## config.mk

```make
export PLATFORM = sky130hd
export DESIGN_NAME = lsu_ctrl_flat
export DESIGN_NICKNAME = d
export VERILOG_FILES = /design/src/rtl/lsu_ctrl_if.sv /design/src/rtl/lsu_ctrl.sv /design/src/flat_wrapper.sv
export SDC_FILE = /design/constraint.sdc
export NUM_CORES = 1
export LEC_CHECK = 0
export ABC_CLOCK_PERIOD_IN_PS = 6400
export CORE_ASPECT_RATIO = 0.8
export CORE_MARGIN = 1
export CORE_UTILIZATION = 35
export CTS_CLUSTER_SIZE = 14
export DETAILED_ROUTE_END_ITERATION = 10
export PLACE_DENSITY = 0.73
export SKIP_CTS_REPAIR_TIMING = 1
export SLEW_MARGIN = 30
export SYNTH_ARGS = -nofsm -noshare
export SYNTH_HDL_FRONTEND = slang
export SYNTH_SLANG_ARGS = --single-unit
```

## constraint.sdc

```tcl
create_clock -name i_clk -period 6.4 [get_ports i_clk]
set_input_delay 1.28 -clock i_clk [delete_from_list [all_inputs] [get_ports i_clk]]
set_output_delay 1.28 -clock i_clk [all_outputs]
set_load 0.03 [all_outputs]
```

## src/rtl/lsu_ctrl_if.sv

```systemverilog
// lsu_ctrl_if: bundles the three handshake/bus groups around lsu_ctrl.
//   request  : i_req_valid/o_req_ready, i_req_addr, i_req_we, i_req_funct3, i_req_wdata
//   memory   : o_dmem_addr/en/we/funct/wdata, i_dmem_rdata
//   response : o_rsp_valid/i_rsp_ready, o_rsp_rdata, o_rsp_err, o_rsp_cause
// Modports:
//   slave  - the lsu_ctrl side (drives the o_* signals)
//   master - the pipeline/memory side (drives the i_* signals)
// DMEM_ADDR must match the DMEM_ADDR of the attached lsu_ctrl.
interface lsu_ctrl_if #(
    parameter int DMEM_ADDR = 13
);
    logic                 i_req_valid;
    logic                 o_req_ready;
    logic [31:0]          i_req_addr;
    logic                 i_req_we;
    logic [2:0]           i_req_funct3;
    logic [31:0]          i_req_wdata;

    logic [DMEM_ADDR-1:0] o_dmem_addr;
    logic                 o_dmem_en;
    logic                 o_dmem_we;
    logic [2:0]           o_dmem_funct;
    logic [31:0]          o_dmem_wdata;
    logic [31:0]          i_dmem_rdata;

    logic                 o_rsp_valid;
    logic                 i_rsp_ready;
    logic [31:0]          o_rsp_rdata;
    logic                 o_rsp_err;
    logic [1:0]           o_rsp_cause;

    modport slave (
        input  i_req_valid, i_req_addr, i_req_we, i_req_funct3, i_req_wdata,
        input  i_dmem_rdata, i_rsp_ready,
        output o_req_ready,
        output o_dmem_addr, o_dmem_en, o_dmem_we, o_dmem_funct, o_dmem_wdata,
        output o_rsp_valid, o_rsp_rdata, o_rsp_err, o_rsp_cause
    );

    modport master (
        output i_req_valid, i_req_addr, i_req_we, i_req_funct3, i_req_wdata,
        output i_dmem_rdata, i_rsp_ready,
        input  o_req_ready,
        input  o_dmem_addr, o_dmem_en, o_dmem_we, o_dmem_funct, o_dmem_wdata,
        input  o_rsp_valid, o_rsp_rdata, o_rsp_err, o_rsp_cause
    );
endinterface

```

## src/rtl/lsu_ctrl.sv

```systemverilog
// lsu_ctrl: load/store control stage between the MEM stage and a
// byte-addressed data memory. Takes one request at a time, validates it
// (funct3, alignment, range), performs a single one-cycle memory access for
// legal requests and returns a response; illegal requests get an error
// response with a cause and never touch memory.
//
// Ports:
//   i_clk  - clock, all state on the rising edge
//   i_rst  - asynchronous active-high reset
//   bus    - lsu_ctrl_if.slave (request, data memory and response groups)
//
// Build option:
//   LSU_MISALIGN_TRAP_EN defined   - misaligned half/word requests return cause 01
//   LSU_MISALIGN_TRAP_EN undefined - misaligned requests are silently aligned down
//
// Response cause: 00 none, 01 misaligned, 10 out of range, 11 illegal funct3
module lsu_ctrl #(
    parameter int DMEM_ADDR = 13
) (
    input  logic      i_clk,
    input  logic      i_rst,
    lsu_ctrl_if.slave bus
);
    localparam logic [1:0] S_IDLE   = 2'd0;
    localparam logic [1:0] S_ACCESS = 2'd1;
    localparam logic [1:0] S_RESP   = 2'd2;
    localparam logic [1:0] S_ERR    = 2'd3;

    localparam logic [1:0] CAUSE_NONE     = 2'b00;
    localparam logic [1:0] CAUSE_MISALIGN = 2'b01;
    localparam logic [1:0] CAUSE_RANGE    = 2'b10;
    localparam logic [1:0] CAUSE_FUNCT    = 2'b11;

    logic [1:0]           state;
    logic [DMEM_ADDR-1:0] addr_q;
    logic                 we_q;
    logic [2:0]           funct_q;
    logic [31:0]          wdata_q;
    logic [31:0]          rdata_q;
    logic [1:0]           cause_q;

    logic                 funct_ok;
    logic                 out_of_range;
    logic                 misal_err;
    logic [DMEM_ADDR-1:0] addr_lo;
    logic [1:0]           cause_in;

    always_comb begin
        if (bus.i_req_we)
            funct_ok = (bus.i_req_funct3 <= 3'd2);
        else
            funct_ok = (bus.i_req_funct3 != 3'd3) && (bus.i_req_funct3 != 3'd6) &&
                       (bus.i_req_funct3 != 3'd7);
    end

    assign out_of_range = |bus.i_req_addr[31:DMEM_ADDR];

    // funct3[1:0] is the access size for every legal encoding: 0 byte, 1 half, 2 word.
    always_comb begin
        addr_lo   = bus.i_req_addr[DMEM_ADDR-1:0];
        misal_err = 1'b0;
`ifdef LSU_MISALIGN_TRAP_EN
        misal_err = ((bus.i_req_funct3[1:0] == 2'b01) && bus.i_req_addr[0]) ||
                    ((bus.i_req_funct3[1:0] == 2'b10) && (bus.i_req_addr[1:0] != 2'b00));
`else
        case (bus.i_req_funct3[1:0])
            2'b01:   addr_lo[0]   = 1'b0;
            2'b10:   addr_lo[1:0] = 2'b00;
            default: ;
        endcase
`endif
        if (!funct_ok)
            cause_in = CAUSE_FUNCT;
        else if (misal_err)
            cause_in = CAUSE_MISALIGN;
        else if (out_of_range)
            cause_in = CAUSE_RANGE;
        else
            cause_in = CAUSE_NONE;
    end

    always_ff @(posedge i_clk or posedge i_rst) begin
        if (i_rst) begin
            state   <= S_IDLE;
            addr_q  <= '0;
            we_q    <= 1'b0;
            funct_q <= 3'd0;
            wdata_q <= 32'd0;
            rdata_q <= 32'd0;
            cause_q <= CAUSE_NONE;
        end else begin
            case (state)
                S_IDLE: begin
                    if (bus.i_req_valid) begin
                        addr_q  <= addr_lo;
                        we_q    <= bus.i_req_we;
                        funct_q <= bus.i_req_funct3;
                        wdata_q <= bus.i_req_wdata;
                        rdata_q <= 32'd0;
                        cause_q <= cause_in;
                        state   <= (cause_in != CAUSE_NONE) ? S_ERR : S_ACCESS;
                    end
                end
                S_ACCESS: begin
                    if (!we_q)
                        rdata_q <= bus.i_dmem_rdata;
                    state <= S_RESP;
                end
                S_RESP, S_ERR: begin
                    if (bus.i_rsp_ready)
                        state <= S_IDLE;
                end
                default: state <= S_IDLE;
            endcase
        end
    end

    // The reset term makes the memory select fall in the same instant reset
    // rises, so an in-flight store cannot commit on the next edge.
    assign bus.o_req_ready  = (state == S_IDLE);
    assign bus.o_dmem_en    = (state == S_ACCESS) && !i_rst;
    assign bus.o_dmem_we    = (state == S_ACCESS) && !i_rst && we_q;
    assign bus.o_dmem_addr  = addr_q;
    assign bus.o_dmem_funct = funct_q;
    assign bus.o_dmem_wdata = wdata_q;

    assign bus.o_rsp_valid  = (state == S_RESP) || (state == S_ERR);
    assign bus.o_rsp_err    = (state == S_ERR);
    assign bus.o_rsp_cause  = (state == S_ERR) ? cause_q : CAUSE_NONE;
    assign bus.o_rsp_rdata  = (state == S_RESP) ? rdata_q : 32'd0;
endmodule

```

## src/flat_wrapper.sv

```systemverilog
// flat-port wrapper written by rule: the top's interface ports become plain ports
module lsu_ctrl_flat 
#(
    parameter int DMEM_ADDR = 13
)
  (i_clk, i_rst, bus_i_req_valid, bus_i_req_addr, bus_i_req_we, bus_i_req_funct3, bus_i_req_wdata, bus_i_dmem_rdata, bus_i_rsp_ready, bus_o_req_ready, bus_o_dmem_addr, bus_o_dmem_en, bus_o_dmem_we, bus_o_dmem_funct, bus_o_dmem_wdata, bus_o_rsp_valid, bus_o_rsp_rdata, bus_o_rsp_err, bus_o_rsp_cause);
  lsu_ctrl_if #(.DMEM_ADDR(DMEM_ADDR)) bus_i ();
  input  logic i_clk;
  input  logic i_rst;
  input wire logic [$bits(bus_i.i_req_valid)-1:0] bus_i_req_valid;
  input wire logic [$bits(bus_i.i_req_addr)-1:0] bus_i_req_addr;
  input wire logic [$bits(bus_i.i_req_we)-1:0] bus_i_req_we;
  input wire logic [$bits(bus_i.i_req_funct3)-1:0] bus_i_req_funct3;
  input wire logic [$bits(bus_i.i_req_wdata)-1:0] bus_i_req_wdata;
  input wire logic [$bits(bus_i.i_dmem_rdata)-1:0] bus_i_dmem_rdata;
  input wire logic [$bits(bus_i.i_rsp_ready)-1:0] bus_i_rsp_ready;
  output wire logic [$bits(bus_i.o_req_ready)-1:0] bus_o_req_ready;
  output wire logic [$bits(bus_i.o_dmem_addr)-1:0] bus_o_dmem_addr;
  output wire logic [$bits(bus_i.o_dmem_en)-1:0] bus_o_dmem_en;
  output wire logic [$bits(bus_i.o_dmem_we)-1:0] bus_o_dmem_we;
  output wire logic [$bits(bus_i.o_dmem_funct)-1:0] bus_o_dmem_funct;
  output wire logic [$bits(bus_i.o_dmem_wdata)-1:0] bus_o_dmem_wdata;
  output wire logic [$bits(bus_i.o_rsp_valid)-1:0] bus_o_rsp_valid;
  output wire logic [$bits(bus_i.o_rsp_rdata)-1:0] bus_o_rsp_rdata;
  output wire logic [$bits(bus_i.o_rsp_err)-1:0] bus_o_rsp_err;
  output wire logic [$bits(bus_i.o_rsp_cause)-1:0] bus_o_rsp_cause;
  assign bus_i.i_req_valid = bus_i_req_valid;
  assign bus_i.i_req_addr = bus_i_req_addr;
  assign bus_i.i_req_we = bus_i_req_we;
  assign bus_i.i_req_funct3 = bus_i_req_funct3;
  assign bus_i.i_req_wdata = bus_i_req_wdata;
  assign bus_i.i_dmem_rdata = bus_i_dmem_rdata;
  assign bus_i.i_rsp_ready = bus_i_rsp_ready;
  assign bus_o_req_ready = bus_i.o_req_ready;
  assign bus_o_dmem_addr = bus_i.o_dmem_addr;
  assign bus_o_dmem_en = bus_i.o_dmem_en;
  assign bus_o_dmem_we = bus_i.o_dmem_we;
  assign bus_o_dmem_funct = bus_i.o_dmem_funct;
  assign bus_o_dmem_wdata = bus_i.o_dmem_wdata;
  assign bus_o_rsp_valid = bus_i.o_rsp_valid;
  assign bus_o_rsp_rdata = bus_i.o_rsp_rdata;
  assign bus_o_rsp_err = bus_i.o_rsp_err;
  assign bus_o_rsp_cause = bus_i.o_rsp_cause;
  lsu_ctrl #(.DMEM_ADDR(DMEM_ADDR)) u_core (.i_clk(i_clk), .i_rst(i_rst), .bus(bus_i));
endmodule
```

==> results of run 1 <==
## where the power goes
group	total [mW]	switching [mW]	internal, mW
Combinational	1.19	0.610	0.583
Sequential	0.872	0.117	0.755
Clock	0.534	0.193	0.341
Total	2.60	0.919	1.68
## state kept, by name (all words and copies together) (netlist names)
name,cells
u_core.bus.o_dmem_addr,13
u_core.bus.o_dmem_funct,3
u_core.bus.o_dmem_wdata,32
u_core.cause_q,2
u_core.rdata_q,32
u_core.state,2
u_core.we_q,1
## worst register-to-register path, delay by kind of cell, from the launching register on
family	cells	cell delay (ns)
buffers and inverters	1	0.60
muxes	1	0.45
and+or+nand+nor	2	0.16
DFF	1	0.52
## metrics by stage
stage	power (mW)	setup WS [ns]	hold WS, ns	util
after global routing	2.73	2.41	0.506	0.601
after floorplan	1.57	2.93	0.443	-
after CTS	2.64	2.46	0.484	0.601
final	2.60	2.46	0.478	0.601
after detailed placement	2.08	2.46	0.470	0.570
after global placement	2.06	2.47	0.461	0.569
## per-layer routing
| metal | GRT usage | up-vias | share of wire |
|---|---|---|---|
| li1 | - | 1274 | - |
| met2 | 0.290 | 116 | 0.50 |
| met3 | 0.0668 | 10 | 0.090 |
| met4 | 0.0509 | 0 | 0.013 |
| met1 | 0.208 | 1281 | 0.40 |
| met5 | 0 | - | 0 |
## cell type report
cell class                      count  area (sq um)  share of cell area
Clock buffer                       12           236              0.0403
Tap cell                          136           170              0.0290
Sequential cell                    85          2130               0.362
Clock inverter                      4          72.6              0.0124
Multi-Input combinational cell    150          1320               0.224
Timing Repair Buffer              194          1940               0.330
Inverter                            4          16.3             0.00277
## placed cells by master, fill, tap and decap left out, types with 5 or more instances in the layout
master           instances
nand2_1                  8
mux2_2                  27
dfrtp_1                 85
clkdlybuf4s50_1        190
clkbuf_16                9
o21ai_0                  7
a22o_1                  32
mux2_4                  19
nor4_1                   5
and2_1                  33
## path summary, 6_finish.rpt
path | from | endpoint | slack (ns) | cells past startpoint
setup / recovery | i_rst | bus_o_dmem_we | 2.46 | 4
hold / removal | u_core.cause_q[1] | u_core.cause_q[1] | 0.48 | 2
setup reg to reg | u_core.state[1] | u_core.bus.o_dmem_wdata[9] | 4.55 | 4
hold reg to reg | u_core.cause_q[1] | u_core.cause_q[1] | 0.48 | 2
max in group asynchronous | i_rst | u_core.bus.o_dmem_wdata[28] | 4.37 | 3
min in group asynchronous | i_rst | u_core.rdata_q[9] | 1.52 | 3
## cell families after synthesis
| group | share of synthesized area |
|---|---|
| compound gates | 0.0977 |
| fa+ha+maj | 0.00703 |
| buf+inv | 0.0327 |
| flops | 0.598 |
| mux | 0.166 |
| simple gates | 0.0995 |
==> run metrics, run 1 <==
H-tree depth=3; CP max stage cell=clkdlybuf4s50_1; CTS max path bufs=2; chip width=115 microns; number of synthesized flops with an enable pin=0; port bufs=190; Fillers=a little over 800; DRT iter0 DRCs=67; Commonest cells post-synth=85 x dfrtp_1, 33 x and2_1, 32 x a22o_1; Area Overhead vs Synth=65.0%; Lkg Pwr=2.56 nW; Max-Cap Viols=0; Buf/Inv on CP=2; crit-path most repeated cell=clkdlybuf4s50_1; antenna violations before repair=0; ys flop type=dfrtp_1; Post-DRT Antenna Nets=0; CTS root buf=clkbuf_16; Tcrit/Tclk final=0.616; initial core utilization=0.364; Finished Layout Cells=585; clock sinks=between 80 and 90; Post-Syn Area=3560 sq um; synth warn=0; Detail Placement HPWL=6.41 mm; Synth Register Bits=85; drt wl/cell=15.0 microns; first-pass GRT wire length=14.0 mm; Least-Margin Pin Slew=0.846 ns; CP Capture Type=output port; Req. time, crit path=5.12 ns; vias per inst=4.58; post-synthesis async set-or-reset flop share=1.00; clk slew on worst S/H paths=0.06 ns; Post-Route WL=slightly below 9 mm; crit-path max FO=2; Avg Cell Area, Syn=14.0 sq um; maximum VDD drop=0.342 mV; Synth Net Count=361; layout cell share with drive strength beyond 1=0.151; DIE AREA=10600 sq um; pin count of the biggest net entering global routing=between 80 and 90; total track usage=0.174; CP max stage delay=approximately 0.66 ns; Fin. Hold Viols=0; CORE AREA=9770 sq um; crit-path leading delay family=buffers and inverters; Hold Path Class=register to register; Placed Area=5570 sq um; Worst EP arrival=2.66 ns; antenna cells=0; status=finished clean; synthesized instance count=255; cell taking the most area after synthesis=dfrtp_1; Clk Latency, worst-skew pair=0.33 ns; Slew HR=0.435; RePlAce Congestion=0.688; die height=between 90 and 100 microns; top-count cell post-synth=dfrtp_1; DRT Pass-1 Iters=4; total number of vias=~2700; TNS Setup=0 ns; Layout Skew=0.00387 ns; Layout Cell Area excl Fill=approximately 5900 sq um; Num CTS Buffers=9; DR DRC count=0; Peak Freq=254 MHz; I/O Pins=191; Yosys cell types=27; final setup fails=0; gr ovfl total=0; final net count=550; Crit Path Category=input pin to output port; Tmin final=3.94 ns; CTS tree=done; Max Slew Vio Count=0; top cells by area, synth=dfrtp_1 60%, mux2_2 8.5%, mux2_4 8.0%; Power Density=442 nW/um^2; Seq/Total Area, Yosys=0.598; Placed Cells=569; worst-path cell chain=clkdlybuf4s50_1 > nor2_1 > and2_1 > clkdlybuf4s50_1; RSZ-0062 raised after global routing=no; share of the synthesized area in the top cell type=0.598; Setup crit start kind=input pin; FP Rows=32; vias in the first global route=approximately 2800
Power figures use the tool's default switching activity.
==> run 2: changes to the inputs <==
Settings changed: ABC_CLOCK_PERIOD_IN_PS 6400 to 3400, PLACE_DENSITY 0.73 to 0.76.
Clock period 6.4 ns to 3.4 ns, I/O delays scaled along.
==> run metrics, run 2 (synthesized netlist as in run 1, its figures left out) <==
power share of the combinational group=0.457; P_int=3.19 mW; Crit Path Category=register to output port; hold path cells=2; Tmin final=2.79 ns; CP max stage cell=clkdlybuf4s50_1; most frequent cells in the layout=190 x clkdlybuf4s50_1, 85 x dfrtp_1, 33 x and2_1; first-pass GRT wire length=roughly 15 mm; RePlAce Congestion=0.727; chip width=115 microns; drt wl/cell=15.3 microns; DR DRC count=0; Slew HR=0.442; die height=approximately 92 microns; max layer used=met4; FP Rows=32; Max-Cap Viols=0; Fin. Hold Viols=0; final net count=551; port bufs=190; Power Density=approximately 840 nW/um^2; Hold EP=u_core.cause_q[1]; I/O Pins=191; initial core utilization=0.364; CTS root buf=clkbuf_16; fraction of power consumed by sequential logic=0.334; CP Capture Type=output port; CTS max path bufs=2; H-tree depth=3; Num CTS Buffers=9; crit-path max FO=20; commonest non-fill, non-tap cell in the layout=clkdlybuf4s50_1; total number of vias=2730; FF-to-FF path depth=4; Critical R2R Launch=u_core.state[1]; vias per inst=4.67; Worst EP arrival=approximately 2.1 ns; Tcrit/Tclk final=0.820; Worst Hold Launch=u_core.cause_q[1]; Max Slew Vio Count=0; met2 wire len=4.41 mm; Peak Freq=roughly 360 MHz; antenna cells=0; Post-Route WL=8.98 mm; DIE AREA=10600 sq um; clk slew on worst S/H paths=0.06 ns; Buf/Inv on CP=2; Detail Placement HPWL=6.60 mm; Lkg Pwr=~2.6 nW; Seq. cell area=about 2100 sq um; r2r setup slk=1.66 ns; final setup fails=0; Post-DRT Antenna Nets=0; maximum VDD drop=0.484 mV; RSZ-0062 raised after global routing=no; pin count of the biggest net entering global routing=just under 60; antenna violations before repair=0; Setup crit start kind=register; worst-path cell chain=nor2b_1 > buf_4 > and2_1 > clkdlybuf4s50_1; switch share=0.354; Layout Cell Area excl Fill=around 5900 sq um; met3 WL=approximately 660 microns; clock power share=0.209; layout cell share with drive strength beyond 1=0.156; total track usage=0.180; Fillers=832; TNS Setup=0 ns; M1 WL=3.75 mm; vias in the first global route=2980; multi-input logic area=1320 sq um; CTS tree=done; DRT Pass-1 Iters=4; DRT iter0 DRCs=89; gr ovfl total=0; Clk Latency, worst-skew pair=roughly 0.33 ns; Placed Area=5590 sq um; CORE AREA=9770 sq um; Area Overhead vs Synth=66.0%; Total Power=slightly below 5 mW; Layout Skew=roughly 0.0057 ns; clock sinks=85; CP max stage delay=between 0.6 and 0.7 ns; crit-path leading delay family=buffers and inverters; Reg-to-Reg End=u_core.rdata_q[18]; Hold Path Class=register to register; status=finished clean; Req. time, crit path=approximately 2.7 ns; NetSw=between 1.5 and 2 mW; Least-Margin Pin Slew=roughly 0.83 ns
run 2: cell count changes in the layout (fill, tap and decap cells not counted):
cell / before / now
buf_6: 1 / 0
buf_12: 0 / 2
clkbuf_1: 3 / 1
clkbuf_8: 0 / 1
run 2: worst max-delay path by stage:
stage / start / end / slack [ns] / cells past startpoint
after floorplan: i_rst / u_core.bus.o_dmem_addr[0] / 0.53 / 1
after global placement: i_rst / bus_o_dmem_we / 0.67 / 4
after detailed placement: i_rst / bus_o_dmem_we / 0.66 / 4
after CTS: u_core.state[1] / bus_o_rsp_rdata[16] / 0.56 / 4
after global routing: u_core.state[1] / bus_o_rsp_rdata[22] / 0.46 / 4
final: u_core.state[1] / bus_o_rsp_rdata[16] / 0.61 / 4
run 2: layer usage:
layer / global-route usage / vias to the layer above
li1: - / 1278
met1: 0.214 / 1312
met2: 0.306 / 125
met3: 0.0588 / 15
met4: 0.0639 / 0
met5: 0 / -
run 2: stage by stage:
step | cells | worst slack (ns) | utilization | hold slack, ns
after floorplan | 255 | 0.527 | - | 0.443
after global placement | 570 | 0.675 | 0.573 | 0.461
after detailed placement | 570 | 0.661 | 0.573 | 0.469
after CTS | 585 | 0.564 | 0.605 | 0.483
after global routing | 585 | 0.456 | 0.605 | 0.504
final | 585 | 0.611 | 0.605 | 0.482
run 2: power by group through the flow:
stage          Clock (mW)  Sequential [mW]  Combinational (mW)
2_1_floorplan           0             2.16               0.801
3_3_place_gp            0             1.64                2.25
3_5_place_dp            0             1.66                2.27
4_1_cts              1.06             1.65                2.28
5_1_grt              1.11             1.71                2.38
6_report             1.03             1.65                2.26
run 2: worst register-to-register path, delay by kind of cell (launching register included):
| family | cells | cell delay, ns |
|---|---|---|
| flip-flops | 1 | 0.50 |
| AND/OR/NAND/NOR | 2 | 0.27 |
| AO/OA/AOI/OAI | 2 | 0.90 |
run 2: final cells by class:
class                           count  share of cell area
Clock buffer                       11              0.0411
Clock inverter                      4              0.0123
Inverter                            4             0.00275
Multi-Input combinational cell    150               0.223
Sequential cell                    85               0.360
Tap cell                          136              0.0288
Timing Repair Buffer              195               0.332
==> run 3: changes to the inputs <==
Settings changed: ABC_CLOCK_PERIOD_IN_PS 3400 to 2800, PLACE_DENSITY 0.76 to 0.73.
Clock period 3.4 ns to 2.8 ns, I/O delays scaled along.
==> run metrics, run 3 (synthesized netlist as in run 1, its figures left out) <==
clk slew on worst S/H paths=0.06 ns; Top Usage Layer GRT=met2; Hold Path Class=register to register; total number of vias=2679; Slew HR=0.448; chip width=115 microns; drt wl/cell=15.2 microns; CTS max path bufs=2; Worst EP arrival=about 2.0 ns; DIE AREA=10600 sq um; RePlAce Congestion=0.703; pin count of the biggest net entering global routing=86; port bufs=190; antenna cells=0; Max-Cap Viols=0; Fin. Hold Viols=0; final setup fails=0; met1 usage=0.208; pre-CTS setup slack=0.309 ns; met2 Track Usage GR=0.287; CP Capture Type=output port; Clk Latency, worst-skew pair=between 0.3 and 0.4 ns; Layout Cell Area excl Fill=5800 sq um; crit-path max FO=9; vias in the first global route=2764; I/O Pins=191; TNS Setup=0 ns; die height=roughly 92 microns; Placed Cells=569; RSZ-0062 raised after global routing=no; Num CTS Buffers=9; CP max stage delay=0.66 ns; Layout Skew=0.00223 ns; FP Rows=32; CP max stage cell=clkdlybuf4s50_1; most frequent cells in the layout=158 x clkdlybuf4s50_1, 85 x dfrtp_1, 34 x buf_4; status=finished clean; Tmin final=2.51 ns; CTS root buf=clkbuf_16; CORE AREA=9770 sq um; Tcrit/Tclk final=0.895; Lkg Pwr=2.63 nW; layout cell share with drive strength beyond 1=0.225; Area Overhead vs Synth=63.0%; Post-DRT Antenna Nets=0; met3 GRT Util=0.0767; total track usage=0.177; DR DRC count=0; Peak Freq=399 MHz; clock sinks=85; slack of the critical path=0.293 ns; Placed Area=5510 sq um; Detail Placement HPWL=6.37 mm; initial core utilization=0.364; first-pass GRT wire length=14.1 mm; gr ovfl total=0; antenna violations before repair=0; commonest non-fill, non-tap cell in the layout=clkdlybuf4s50_1; Finished Layout Cells=just under 600; Least-Margin Pin Slew=0.826 ns; worst-path cell chain=nand2b_1 > nor2_1 > and2_1 > clkdlybuf4s50_1; Post-Route WL=8.87 mm; Power Density=1010 nW/um^2; maximum VDD drop=0.576 mV; Setup crit start kind=register; Max Slew Vio Count=0; DRT iter0 DRCs=102; Crit Path Category=register to output port; Req. time, crit path=2.24 ns; vias per inst=4.58; CTS tree=done; final net count=550; H-tree depth=3; DRT Pass-1 Iters=4
## run 3: cell types whose count changed in the layout (fill, tap and decap cells not counted)
cell             change
clkbuf_1             +1
buf_4               +31
clkinv_2             +1
clkdlybuf4s50_1     -32
bufinv_16            -1
## run 3: routing by layer
layer / routed length [microns] / share of wire / vias to the layer above
li1: - / - / 1279
met1: 3600 / 0.41 / 1265
met2: 4230 / 0.48 / 121
met3: 865 / 0.097 / 14
met4: 174 / 0.020 / 0
met5: 0 / 0 / -
## run 3: through the flow
step	total power [mW]	hold slack, ns	util
global placement	4.69	0.461	0.564
CTS	5.95	0.483	0.594
floorplan	3.59	0.443	-
finish	5.86	0.479	0.594
global route	6.17	0.501	0.594
detailed placement	4.74	0.469	0.564
## run 3: final timing paths
kind / from / to / slack [ns] / cells past startpoint
worst max-delay path: u_core.state[1] / bus_o_dmem_we / 0.29 / 4
worst min-delay path: u_core.bus.o_dmem_addr[1] / u_core.bus.o_dmem_addr[1] / 0.48 / 2
worst max register to register: u_core.state[1] / u_core.rdata_q[29] / 1.08 / 4
worst min register to register: u_core.bus.o_dmem_addr[1] / u_core.bus.o_dmem_addr[1] / 0.48 / 2
max in group asynchronous: i_rst / u_core.rdata_q[26] / 1.76 / 3
min in group asynchronous: i_rst / u_core.rdata_q[14] / 0.67 / 3
## run 3: layout make-up
| type | instances | area, sq um |
|---|---|---|
| inverters | 4 | 16.3 |
| repair buffers | 194 | 1880 |
| flip-flops and latches | 85 | 2130 |
| well taps | 136 | 170 |
| clock buffers | 12 | 246 |
| clock inverters | 4 | 47.5 |
| multi-input cells | 150 | 1320 |
| fillers | 843 | 3970 |
## run 3: where the power goes
group          switching (mW)  internal [mW]  leakage [nW]
clock                   0.453          0.713         0.143
sequential              0.272           1.73          1.06
combinational            1.39           1.30          1.43
total                    2.12           3.74          2.63
## run 3: worst max-delay path, delay by kind of cell, from the launching register on
family	cells	cell delay [ns]
buffers and inverters	1	0.66
DFF	1	0.47
and+or+nand+nor	3	0.49
